`src/rtl/seq_alu.sv`:
```
// Registered ALU (AND/OR/ADD/MUL/DIV) with valid/ready on both sides; MUL is shift-add, DIV is restoring.
// Latency 1 for single-cycle ops, WIDTH+1 for MUL/DIV; the result is held in DONE until the sink accepts it.
module seq_alu #(
    parameter int WIDTH = 8
) (
    input  logic                 clk,
    input  logic                 rst,
    input  logic                 in_valid,
    output logic                 in_ready,
    input  logic [2:0]           op,
    input  logic [WIDTH-1:0]     a,
    input  logic [WIDTH-1:0]     b,
    output logic                 out_valid,
    input  logic                 out_ready,
    output logic [2*WIDTH-1:0]   result,
    output logic                 div_zero,
    output logic                 illegal
);

    localparam logic [2:0] OP_AND = 3'b000;
    localparam logic [2:0] OP_OR  = 3'b001;
    localparam logic [2:0] OP_ADD = 3'b010;
    localparam logic [2:0] OP_MUL = 3'b011;
    localparam logic [2:0] OP_DIV = 3'b100;
    localparam int CW = $clog2(WIDTH);

    typedef enum logic [1:0] {IDLE, CALC, DONE} state_t;

    state_t               state, state_nxt;
    logic [CW-1:0]        cnt;
    logic                 is_div;
    logic                 go_calc;
    logic                 last_iter;
    logic [2*WIDTH-1:0]   simple_res;
    logic                 simple_dz;
    logic                 simple_ill;

    logic [WIDTH-1:0]     b_r;
    logic [2*WIDTH-1:0]   prod, mcand, prod_n;
    logic [WIDTH-1:0]     mplier;
    logic [WIDTH-1:0]     rem, quo, rem_n, quo_n;
    logic [WIDTH:0]       trial;
    logic                 ge;

    assign in_ready  = (state == IDLE);
    assign out_valid = (state == DONE);
    assign last_iter = (cnt == CW'(WIDTH - 1));

    // Single-cycle results, also covering illegal ops and divide by zero.
    always_comb begin
        simple_res = '0;
        simple_dz  = 1'b0;
        simple_ill = 1'b0;
        go_calc    = (op == OP_MUL) || ((op == OP_DIV) && (b != '0));
        case (op)
            OP_AND: simple_res[WIDTH-1:0] = a & b;
            OP_OR:  simple_res[WIDTH-1:0] = a | b;
            OP_ADD: simple_res[WIDTH:0]   = {1'b0, a} + {1'b0, b};
            OP_MUL: simple_res            = '0;
            OP_DIV: begin
                simple_res = {a, {WIDTH{1'b1}}};
                simple_dz  = 1'b1;
            end
            default: simple_ill = 1'b1;
        endcase
    end

    // Both iterative datapaths step every CALC cycle; is_div selects which one lands in result.
    always_comb begin
        trial  = {rem, quo[WIDTH-1]};
        ge     = (trial >= {1'b0, b_r});
        rem_n  = ge ? (trial[WIDTH-1:0] - b_r) : trial[WIDTH-1:0];
        quo_n  = {quo[WIDTH-2:0], ge};
        prod_n = mplier[0] ? (prod + mcand) : prod;
    end

    always_comb begin
        state_nxt = state;
        case (state)
            IDLE: if (in_valid) state_nxt = go_calc ? CALC : DONE;
            CALC: if (last_iter) state_nxt = DONE;
            DONE: if (out_ready) state_nxt = IDLE;
            default: state_nxt = IDLE;
        endcase
    end

    always_ff @(posedge clk or posedge rst) begin
        if (rst) begin
            state    <= IDLE;
            cnt      <= '0;
            is_div   <= 1'b0;
            b_r      <= '0;
            prod     <= '0;
            mcand    <= '0;
            mplier   <= '0;
            rem      <= '0;
            quo      <= '0;
            result   <= '0;
            div_zero <= 1'b0;
            illegal  <= 1'b0;
        end else begin
            state <= state_nxt;
            case (state)
                IDLE: if (in_valid) begin
                    result   <= go_calc ? '0 : simple_res;
                    div_zero <= go_calc ? 1'b0 : simple_dz;
                    illegal  <= go_calc ? 1'b0 : simple_ill;
                    cnt      <= '0;
                    is_div   <= (op == OP_DIV);
                    b_r      <= b;
                    prod     <= '0;
                    mcand    <= {{WIDTH{1'b0}}, a};
                    mplier   <= b;
                    rem      <= '0;
                    quo      <= a;
                end
                CALC: begin
                    cnt    <= cnt + CW'(1);
                    prod   <= prod_n;
                    mcand  <= mcand << 1;
                    mplier <= mplier >> 1;
                    rem    <= rem_n;
                    quo    <= quo_n;
                    if (last_iter)
                        result <= is_div ? {rem_n, quo_n} : prod_n;
                end
                default: ;
            endcase
        end
    end

endmodule

```
`config.mk`:
```
export PLATFORM = sky130hd
export DESIGN_NAME = seq_alu
export DESIGN_NICKNAME = d
export VERILOG_FILES = /design/src/rtl/seq_alu.sv
export SDC_FILE = /design/constraint.sdc
export NUM_CORES = 1
export LEC_CHECK = 0
export BUFFER_PORTS_ARGS = -buffer_cell sky130_fd_sc_hd__buf_2
export CORE_ASPECT_RATIO = 0.9
export CORE_MARGIN = 5
export CORE_UTILIZATION = 44
export CTS_BUF_LIST = sky130_fd_sc_hd__clkbuf_16
export CTS_CLUSTER_DIAMETER = 50
export CTS_CLUSTER_SIZE = 8
export DETAILED_ROUTE_END_ITERATION = 6
export MAX_ROUTING_LAYER = met4
export SLEW_MARGIN = 0
export SYNTH_ARGS = -nofsm -noshare
export SYNTH_HDL_FRONTEND = slang
export SYNTH_SLANG_ARGS = --single-unit
export TNS_END_PERCENT = 50
```
`constraint.sdc`:
```
create_clock -name clk -period 6.5 [get_ports clk]
set_input_delay 0.65 -clock clk [delete_from_list [all_inputs] [get_ports clk]]
set_output_delay 0.65 -clock clk [all_outputs]
set_load 0.005 [all_outputs]
```
# Yosys cells after proc, flatten, opt, wreduce, memory -nomap -nowiden
# Cells that the tools add are included.
# totals
elab_cells	71
output_inout_bits	20
latch_bits	0
n_memories	0
ram_bits	0
romBits	0
reg_bits	88
input_bits	23
# op_classes
n_eq_ne	10
n_mul	0
order_cmp	1
n_mux	31
addsub	4
shift	0
bitwise_logic	2
reduce_logical	11
n_div	0
# ops
cell	count
two-way mux 16 bit	7
case mux 16 bit (2 select lines)	3
case mux 8 bit (2 select lines)	3
two-way mux 8 bit	4
case mux 8 bit (4 select lines)	1
adder 16 bit	1
adder 8 x 8 -> 9 bit	1
>= comparator 9 x 8 -> 1 bit	1
AND 8 bit	1
two-way mux 2 bit	4
bitwise OR 8 bit	1
nonzero test 8 bit	1
subtractor 8 bit	1
two-way mux 7 bit	1
equality test 3 x 2 -> 1 bit (second input constant)	2
equality test 3 bit (second input constant)	2
case mux 2 bit (3 select lines)	1
case mux 3 bit (2 select lines)	1
AND reduction 3 bit	2
OR reduction 5 bit	1
two-way mux 1 bit	4
inequality test 2 bit (second input constant)	2
AND reduction 2 bit	2
adder 3 x 1 -> 3 bit (second input constant)	1
other kinds (11)	11

# Depth between registers and ports, before layout
# Gate-level depths: netlist (run 1).
# depth
word_depth	6
mapped_depth	11
ltp_nobuf	11

# Worst setup path before layout (run 1)
# No wires, ideal clock.
# synth_timing
path_type	register -> register
start	reg rem[5]
end	reg result[9]
stages_incl_launch_ff	9
synth_period_minus_slack_ps	2486
setup_slack_ps	4014
path_buffers	0
arrival_time_ps	2404
required_ps	6418
cell_sequence	dfrtp_1 ha_1 a211o_1 a31oi_1 nand3_2 a311oi_4 mux2i_1 or3_1 a31oi_1
# synth_via
elab_chain_len	5
# synth_rtl
item	line	source
start: declaration	41	logic [WIDTH-1:0] rem, quo, rem_n, quo_n;
start signal: assignment	122	rem <= rem_n;
>= comparator 9 x 8 -> 1 bit	71	ge = (trial >= {1'b0, b_r});
two-way mux 8 bit	72	rem_n = ge ? (trial[WIDTH-1:0] - b_r) : trial[WIDTH-1:0];
two-way mux 16 bit	125	result <= is_div ? {rem_n, quo_n} : prod_n;
two-way mux 16 bit	124	if (last_iter)
case mux 16 bit (2 select lines)	103	case (state)
end signal: assignment	105	result <= go_calc ? '0 : simple_res;
end signal: assignment	125	
end: declaration	15	output logic [2*WIDTH-1:0] result,
# Every way passes these cells. The select of a mux whose other input is x is not followed.
# A chain may end at the register's enable or synchronous reset.

# Final worst setup path (run 1)
# Same ends and word-level chain as after synthesis.

==> results.py, run 1 <==
metrics = {
    "logic_synthesis": {
        "number_of_enable_type_register_cells_in_the_synthesized_netlist": 0,
        "number_of_synthesized_register_bits": 88,
        "synth_ff_type": "dfrtp_1",
        "post-synth-top-area-fraction_pct": 38.0,
        "post_synthesis_cell_count": 679,
        "synth-seq-area-share_pct": 38.0,
        "synth_cell_type_count": 58,
        "postSynth.asyncResetShare_pct": 100,
        "syn_area_per_cell_um2": 8.53,
        "post_synth_instance_area_um2": 5790,
        "synth_largest_area_cell": "dfrtp_1",
        "netlist_top_cells_area": "dfrtp_1 38%, ha_1 8.9%, o21ai_0 7.9%, nand2_1 6.2%, a21oi_1 4.0%",
        "synthesis.yosys.warnings": 0,
        "mappedNetlistNets": 746,
    },
    "floorplan": {
        "die_y_um": 119,
        "core_region_area_um2": 12800,
        "fp.dieArea_um2": 15600,
        "fp-row-count": 39,
        "num_io_pins": 43,
        "die_w_um": 131,
        "initial_utilization_pct": 45.3,
    },
    "clock_network": {
        "clk_latency_ns": 0.35,
        "cts.repair.resized": 0,
        "cts.sinks": 88,
        "cts-htree-levels": 3,
        "path_clk_slew_ns": 0.06,
        "ctsLongestPathBuffers": 2,
        "tritoncts": "built",
        "number_of_buffers_inserted_for_hold_repair_after_clock_tree_synthesis": 0,
        "clock_tree.root_cell": "clkbuf_16",
        "tritoncts.num_buffers": 9,
        "cts_post_setup_buffers_inserted": 0,
    },
    "routing": {
        "drt-pass1-iter-count": 5,
        "routed_wire_length_per_instance_um": 19.3,
        "drc": 0,
        "routed_wirelength_um": 16800,
        "drt.antenna.violating_nets": 0,
        "routed-via-count": 5147,
        "drt_first_iter_violations": 369,
        "routed_via_density": 5.91,
    },
    "global_route": {
        "grt_pass1_wl_um": 27200,
        "number_of_antenna_violations_at_the_first_check_in_global_routing": 0,
        "first_global_vias": 4915,
        "grt_max_degree": 77,
        "grt_overflow_total": 0,
        "groute.usage.overall_pct": 23.1,
    },
    "timing": {
        "timing.slew.headroom_pct": 29.1,
        "timing.final.crit_share_pct": 43.6,
        "slew_viol_final": 0,
        "setup-violations-final": 0,
        "fin_tns_setup_ns": 0,
        "grt_setup_unrepaired": "false",
        "hold_viol_final": 0,
        "smallest_setup_slack_after_layout_ns": 3.66,
        "fin_worst_skew_ns": 0.00798,
        "min_period_ns": 2.84,
        "transition_at_the_pin_with_the_smallest_max_transition_slack_ns": 1.06,
        "timing.fmax_mhz": 353,
    },
    "placement": {
        "port_buffers": 42,
        "hpwl_reported_at_the_end_of_detailed_placement_um": 12300,
        "routabilityCongestion": 0.937,
        "dpl.cell_count": 856,
        "dp_worst_setup_slack_ns": 3.66,
    },
    "run": {
        "drv.max_cap_violation_count": 0,
    },
    "setup_path": {
        "largest_fanout_on_the_critical_path": 10,
        "worst-endpoint-arrival_ns": 3.11,
        "worst-endpoint-required_ns": 6.77,
        "crit_path_start_kind": "flop",
        "timing.critical_path.from": "rem[5]",
        "critical_path.endpoint_type": "flop",
        "reg2reg_from": "rem[5]",
        "timing.setup.critical_path_class": "reg -> reg",
    },
    "min_path": {
        "worstHoldPathType": "in -> async",
    },
    "finish": {
        "fraction_of_final_layout_cells_with_drive_strength_greater_than_1_pct": 9.19,
        "num_antenna_cells": 0,
        "syn2layout_area_growth_pct": 9.96,
        "finish.cell_count_without_fillers": 871,
        "num-nets-final": 770,
    },
    "power": {
        "power.density_cell_area_nw_per_um2": 445,
        "worst_case_vdd_ir_drop_v": 0.000344,
        "leakage_uw": 0.00305,
    },
    "status": {
        "run_status": "finished clean",
    },
}
-- Yosys cell counts (3+ instances only) --
cell type	number
o221ai_1	3
a21o_1	10
o21ai_0	92
o22ai_1	3
a211oi_1	3
o31a_1	3
a31oi_1	8
nor2b_1	9
mux2i_1	11
nor4_1	5
a21oi_1	46
or3_1	4
xnor2_1	15
nor2_1	43
inv_1	39
a22oi_1	16
nand2b_1	8
dfrtp_1	88
o211ai_1	3
and3_1	6
o21a_1	6
a221oi_1	4
a22o_1	16
clkbuf_1	33
fa_1	3
a221o_1	3
xor2_1	6
nor3_1	5
nand3_1	13
o22a_1	4
nand2_1	95
ha_1	41
-- worst max-delay path, cell delays in order (launching register included) --
cell	delay [ns]
dfrtp_1	0.41
ha_1	0.34
a211o_1	0.32
a31oi_1	0.18
nand3_2	0.13
a311oi_4	0.67
mux2i_1	0.20
or3_1	0.36
a31oi_1	0.17
-- final cells by class --
cell class | count | area, um^2
clock buffers | 9 | 225
multi-input cells | 518 | 3320
inverters | 39 | 148
well taps | 164 | 205
fillers | 1238 | 6420
clock inverters | 6 | 22.5
repair buffers | 47 | 248
flip-flops and latches | 88 | 2200
-- cell usage in the layout, fill, tap and decap left out, types with 9 or more instances in the layout --
master / n
buf_2: 42
inv_1: 42
a21oi_1: 46
mux2i_1: 11
ha_1: 41
a22oi_1: 16
nand2_1: 95
xnor2_1: 15
a21o_1: 10
nand3_1: 13
a22o_1: 16
clkbuf_16: 9
o21ai_0: 91
nor2_1: 43
dfrtp_1: 88
-- through the flow --
stage	instance area [um^2]	power, uW	hold WS [ns]	util, %
finish	6370	2830	0.203	49.8
detailed placement	6120	2370	0.462	47.9
global route	6370	3070	0.218	49.8
global placement	6120	2340	0.461	47.9
floorplan	5790	1950	0.446	-
CTS	6370	2850	0.195	49.8
-- where the power goes --
part	total [uW]	internal (uW)	switching [uW]
Clock	462	249	213
Sequential	962	746	215
Combinational	1410	560	851
Total	2830	1560	1280
-- sequential cells by signal (all words and copies together), names as in the netlist, 2 cells and up --
register	flops
b_r	8
cnt	3
mcand	16
mplier	8
prod	16
quo	8
rem	8
result	16
state	2
-- routing by layer --
metal  GRT usage (%)  up-vias  wire length [um]  share of wire (%)
li1                -     2483                 -                  -
met1            33.9     2506              8160                 49
met2            32.8      143              7480                 44
met3            4.39       15               944                5.6
met4            5.98        0               225                1.3
met5               -        -                 0                  0
-- logic make-up after synthesis --
logic type      after synthesis  synth area share [%]
flops                        88                  38.0
xor+xnor                     21                  3.18
compound gates              243                  26.8
mux                          13                  2.29
buf+inv                      73                  4.73
fa+ha+maj                    44                  9.89
simple gates                197                  15.1
-- final timing paths --
| path | to | slack (ns) | depth (start not counted) |
|---|---|---|---|
| worst max-delay path | result[9] | 3.66 | 8 |
| worst min-delay path | prod[14] | 0.20 | 2 |
| worst max register to register | result[9] | 3.66 | 8 |
| worst min register to register | illegal | 0.48 | 2 |
| max in group asynchronous | result[3] | 5.03 | 3 |
| min in group clk | illegal | 0.48 | 2 |
No activity file was read; power rests on OpenSTA's default activity.
==> run 2, diff against run 1 <==
--- a/config.mk
+++ b/config.mk
@@ -5,6 +5,7 @@
 export SDC_FILE = /design/constraint.sdc
 export NUM_CORES = 1
 export LEC_CHECK = 0
+export ABC_AREA = 1
 export BUFFER_PORTS_ARGS = -buffer_cell sky130_fd_sc_hd__buf_2
 export CORE_ASPECT_RATIO = 0.9
 export CORE_MARGIN = 5
==> constraint.sdc (replaced) <==
create_clock -name clk -period 2.9 [get_ports clk]
set_input_delay 0.29 -clock clk [delete_from_list [all_inputs] [get_ports clk]]
set_output_delay 0.29 -clock clk [all_outputs]
set_load 0.005 [all_outputs]
==> results.py, run 2 <==
metrics = {
    "logic_synthesis": {
        "post_synth_and_or_nand_nor_area_fraction_pct": 30.2,
        "synth_largest_area_cell": "dfrtp_1",
        "yosys-mux-area-fraction_pct": 0,
        "combinational_family_with_the_most_area_after_synthesis": "simple AND/OR/NAND/NOR gates",
        "synthesis.yosys.warnings": 0,
        "post_synth_fa_ha_maj_area_fraction_pct": 9.10,
        "synth_ff_type": "dfrtp_1",
        "yosysMostFrequentCell": "nand2_1",
        "number_of_synthesized_register_bits": 88,
        "number_of_enable_type_register_cells_in_the_synthesized_netlist": 0,
        "post_synth_most_frequent_cells": "274 x nand2_1, 121 x inv_1, 88 x dfrtp_1",
        "mappedNetlistNets": 961,
        "syn_area_per_cell_um2": 7.04,
        "synth-seq-area-share_pct": 35.0,
        "synth_compound_area_share_pct": 14.7,
        "post-synth-top-area-fraction_pct": 35.0,
        "post_synth_xor_xnor_area_pct": 0.974,
        "postSynth.asyncResetShare_pct": 100,
        "post_synthesis_cell_count": 894,
        "netlist_top_cells_area": "dfrtp_1 35%, nand2_1 16%, ha_1 8.1%, inv_1 7.2%, nand3_1 5.9%",
        "post_synth_instance_area_um2": 6300,
        "synth_cell_type_count": 45,
    },
    "placement": {
        "hpwl_reported_at_the_end_of_detailed_placement_um": 13700,
        "port_buffers": 42,
        "post_placement_cell_area_um2": 6700,
        "dp_worst_setup_slack_ns": 0.669,
        "routabilityCongestion": 0.929,
    },
    "setup_path": {
        "critical_path.endpoint_type": "flop",
        "worst-endpoint-required_ns": 3.18,
        "largest_fanout_on_the_critical_path": 4,
        "crit_path_start_kind": "flop",
        "timing.setup.critical_path_class": "reg -> reg",
        "worst-endpoint-arrival_ns": 2.50,
    },
    "timing": {
        "hold_viol_final": 0,
        "min_period_ns": 2.22,
        "transition_at_the_pin_with_the_smallest_max_transition_slack_ns": 0.787,
        "fin_tns_setup_ns": 0,
        "timing.final.crit_share_pct": 76.6,
        "timing.fmax_mhz": 450,
        "grt_setup_unrepaired": "false",
        "slew_viol_final": 0,
        "whs_ns": 0.00278,
        "fin_worst_skew_ns": 0.00723,
        "timing.slew.headroom_pct": 47.5,
        "smallest_setup_slack_after_layout_ns": 0.678,
        "setup-violations-final": 0,
    },
    "clock_network": {
        "cts.sinks": 88,
        "tritoncts.num_buffers": 9,
        "cts-htree-levels": 3,
        "number_of_buffers_inserted_for_hold_repair_after_clock_tree_synthesis": 0,
        "path_clk_slew_ns": 0.07,
        "tritoncts": "built",
        "clk_latency_ns": 0.35,
        "ctsLongestPathBuffers": 2,
        "cts.repair.resized": 0,
        "cts_post_setup_buffers_inserted": 0,
        "clock_tree.root_cell": "clkbuf_16",
    },
    "power": {
        "intPower_uw": 3660,
        "leakage_uw": 0.00383,
        "worst_case_vdd_ir_drop_v": 0.000472,
        "power.clock.fraction_pct": 15.3,
        "power_switching_uw": 3540,
        "power.density_cell_area_nw_per_um2": 1030,
        "pwr-share-seq_pct": 29.3,
        "pwr-share-comb_pct": 55.5,
        "switching_share_pct": 49.2,
    },
    "finish": {
        "reg_top3": "mcand (16), prod (16), result (16)",
        "syn2layout_area_growth_pct": 10.7,
        "final_util_pct": 49.6,
        "most_frequent_cells_in_the_layout": "274 x nand2_1, 121 x inv_1, 88 x dfrtp_1",
        "num-nets-final": 998,
        "final_common_cell": "nand2_1",
        "num_antenna_cells": 0,
        "postLayoutCellArea_um2": 6970,
        "fraction_of_final_layout_cells_with_drive_strength_greater_than_1_pct": 11.2,
    },
    "global_route": {
        "grt_overflow_total": 0,
        "groute.usage.overall_pct": 23.2,
        "grt_pass1_wl_um": 29500,
        "grt_max_degree": 37,
        "groute.layer.met3.usage_pct": 3.62,
        "first_global_vias": 5505,
        "grtUsageMet1_pct": 34.1,
        "number_of_antenna_violations_at_the_first_check_in_global_routing": 0,
        "grt.met2_usage_pct": 33.9,
        "top_usage_layer": "met1",
    },
    "routing": {
        "routed_via_density": 5.13,
        "routed_wire_length_per_instance_um": 15.9,
        "drc": 0,
        "routed-via-count": 5793,
        "drt_first_iter_violations": 472,
        "drt.antenna.violating_nets": 0,
        "routed_wirelength_um": 18000,
        "drt-pass1-iter-count": 5,
    },
    "min_path": {
        "worstHoldPathType": "in -> async",
    },
    "status": {
        "run_status": "finished clean",
    },
    "run": {
        "drv.max_cap_violation_count": 0,
    },
    "floorplan": {
        "die_y_um": 123,
        "core_region_area_um2": 14100,
        "num_io_pins": 43,
        "fp-row-count": 41,
        "fp.dieArea_um2": 16800,
        "initial_utilization_pct": 44.8,
        "die_w_um": 136,
    },
}
[run 2: logic make-up (layout without fill, tap and decap cells)]
kind of cell,count (synthesis),in the layout
AND/OR/NAND/NOR,439,439
buffers and inverters,161,203
AO/OA/AOI/OAI,155,155
flip-flops,88,88
adder cells (fa/ha/maj),44,44
XOR/XNOR,7,7
[run 2: worst paths after layout]
path	start	endpoint	slack, ns	depth (start not counted)
max	mcand[0]	result[14]	0.68	13
max reg2reg	mcand[0]	result[14]	0.68	13
min reg2reg	result[7]	result[7]	0.48	2
min	rst	mcand[11]	0.003	2
min in group clk	out_ready	state[1]	0.12	2
max in group asynchronous	rst	mplier[7]	2.19	3
[run 2: layout make-up]
type,instances,area [um^2]
Clock buffer,9,225
Clock inverter,7,46.3
Fill cell,1501,7080
Inverter,136,517
Multi-Input combinational cell,645,3460
Sequential cell,88,2200
Tap cell,193,241
Timing Repair Buffer,51,278
[run 2: metrics by stage]
stage	power (uW)	cells
after floorplan	4990	894
after detailed placement	6090	1113
after global placement	6100	1113
final	7200	1129
after CTS	7210	1129
after global routing	7870	1129
[run 2: per-layer routing]
metal | wire length [um] | share of wire, %
met1 | 8980 | 50
met2 | 7990 | 44
met3 | 778 | 4.3
met4 | 234 | 1.3
met5 | 0 | 0
[run 2: critical path: stages, from the launching register on]
cell,delay [ns]
dfrtp_1,0.40
ha_1,0.24
fa_1,0.44
nand3_1,0.09
nand3_1,0.15
nand2_1,0.12
nand2_1,0.07
nand2_1,0.09
nand2_1,0.06
nand2_1,0.05
nand3_1,0.11
nand3_1,0.11
nand2_1,0.09
a21oi_1,0.12
[run 2: power by group through the flow]
stage,registers [uW],logic (uW),clock network [uW]
3_3_place_gp,2120,3980,0
2_1_floorplan,2010,2980,0
3_5_place_dp,2130,3970,0
5_1_grt,2170,4530,1170
6_report,2110,3990,1100
4_1_cts,2110,3980,1120
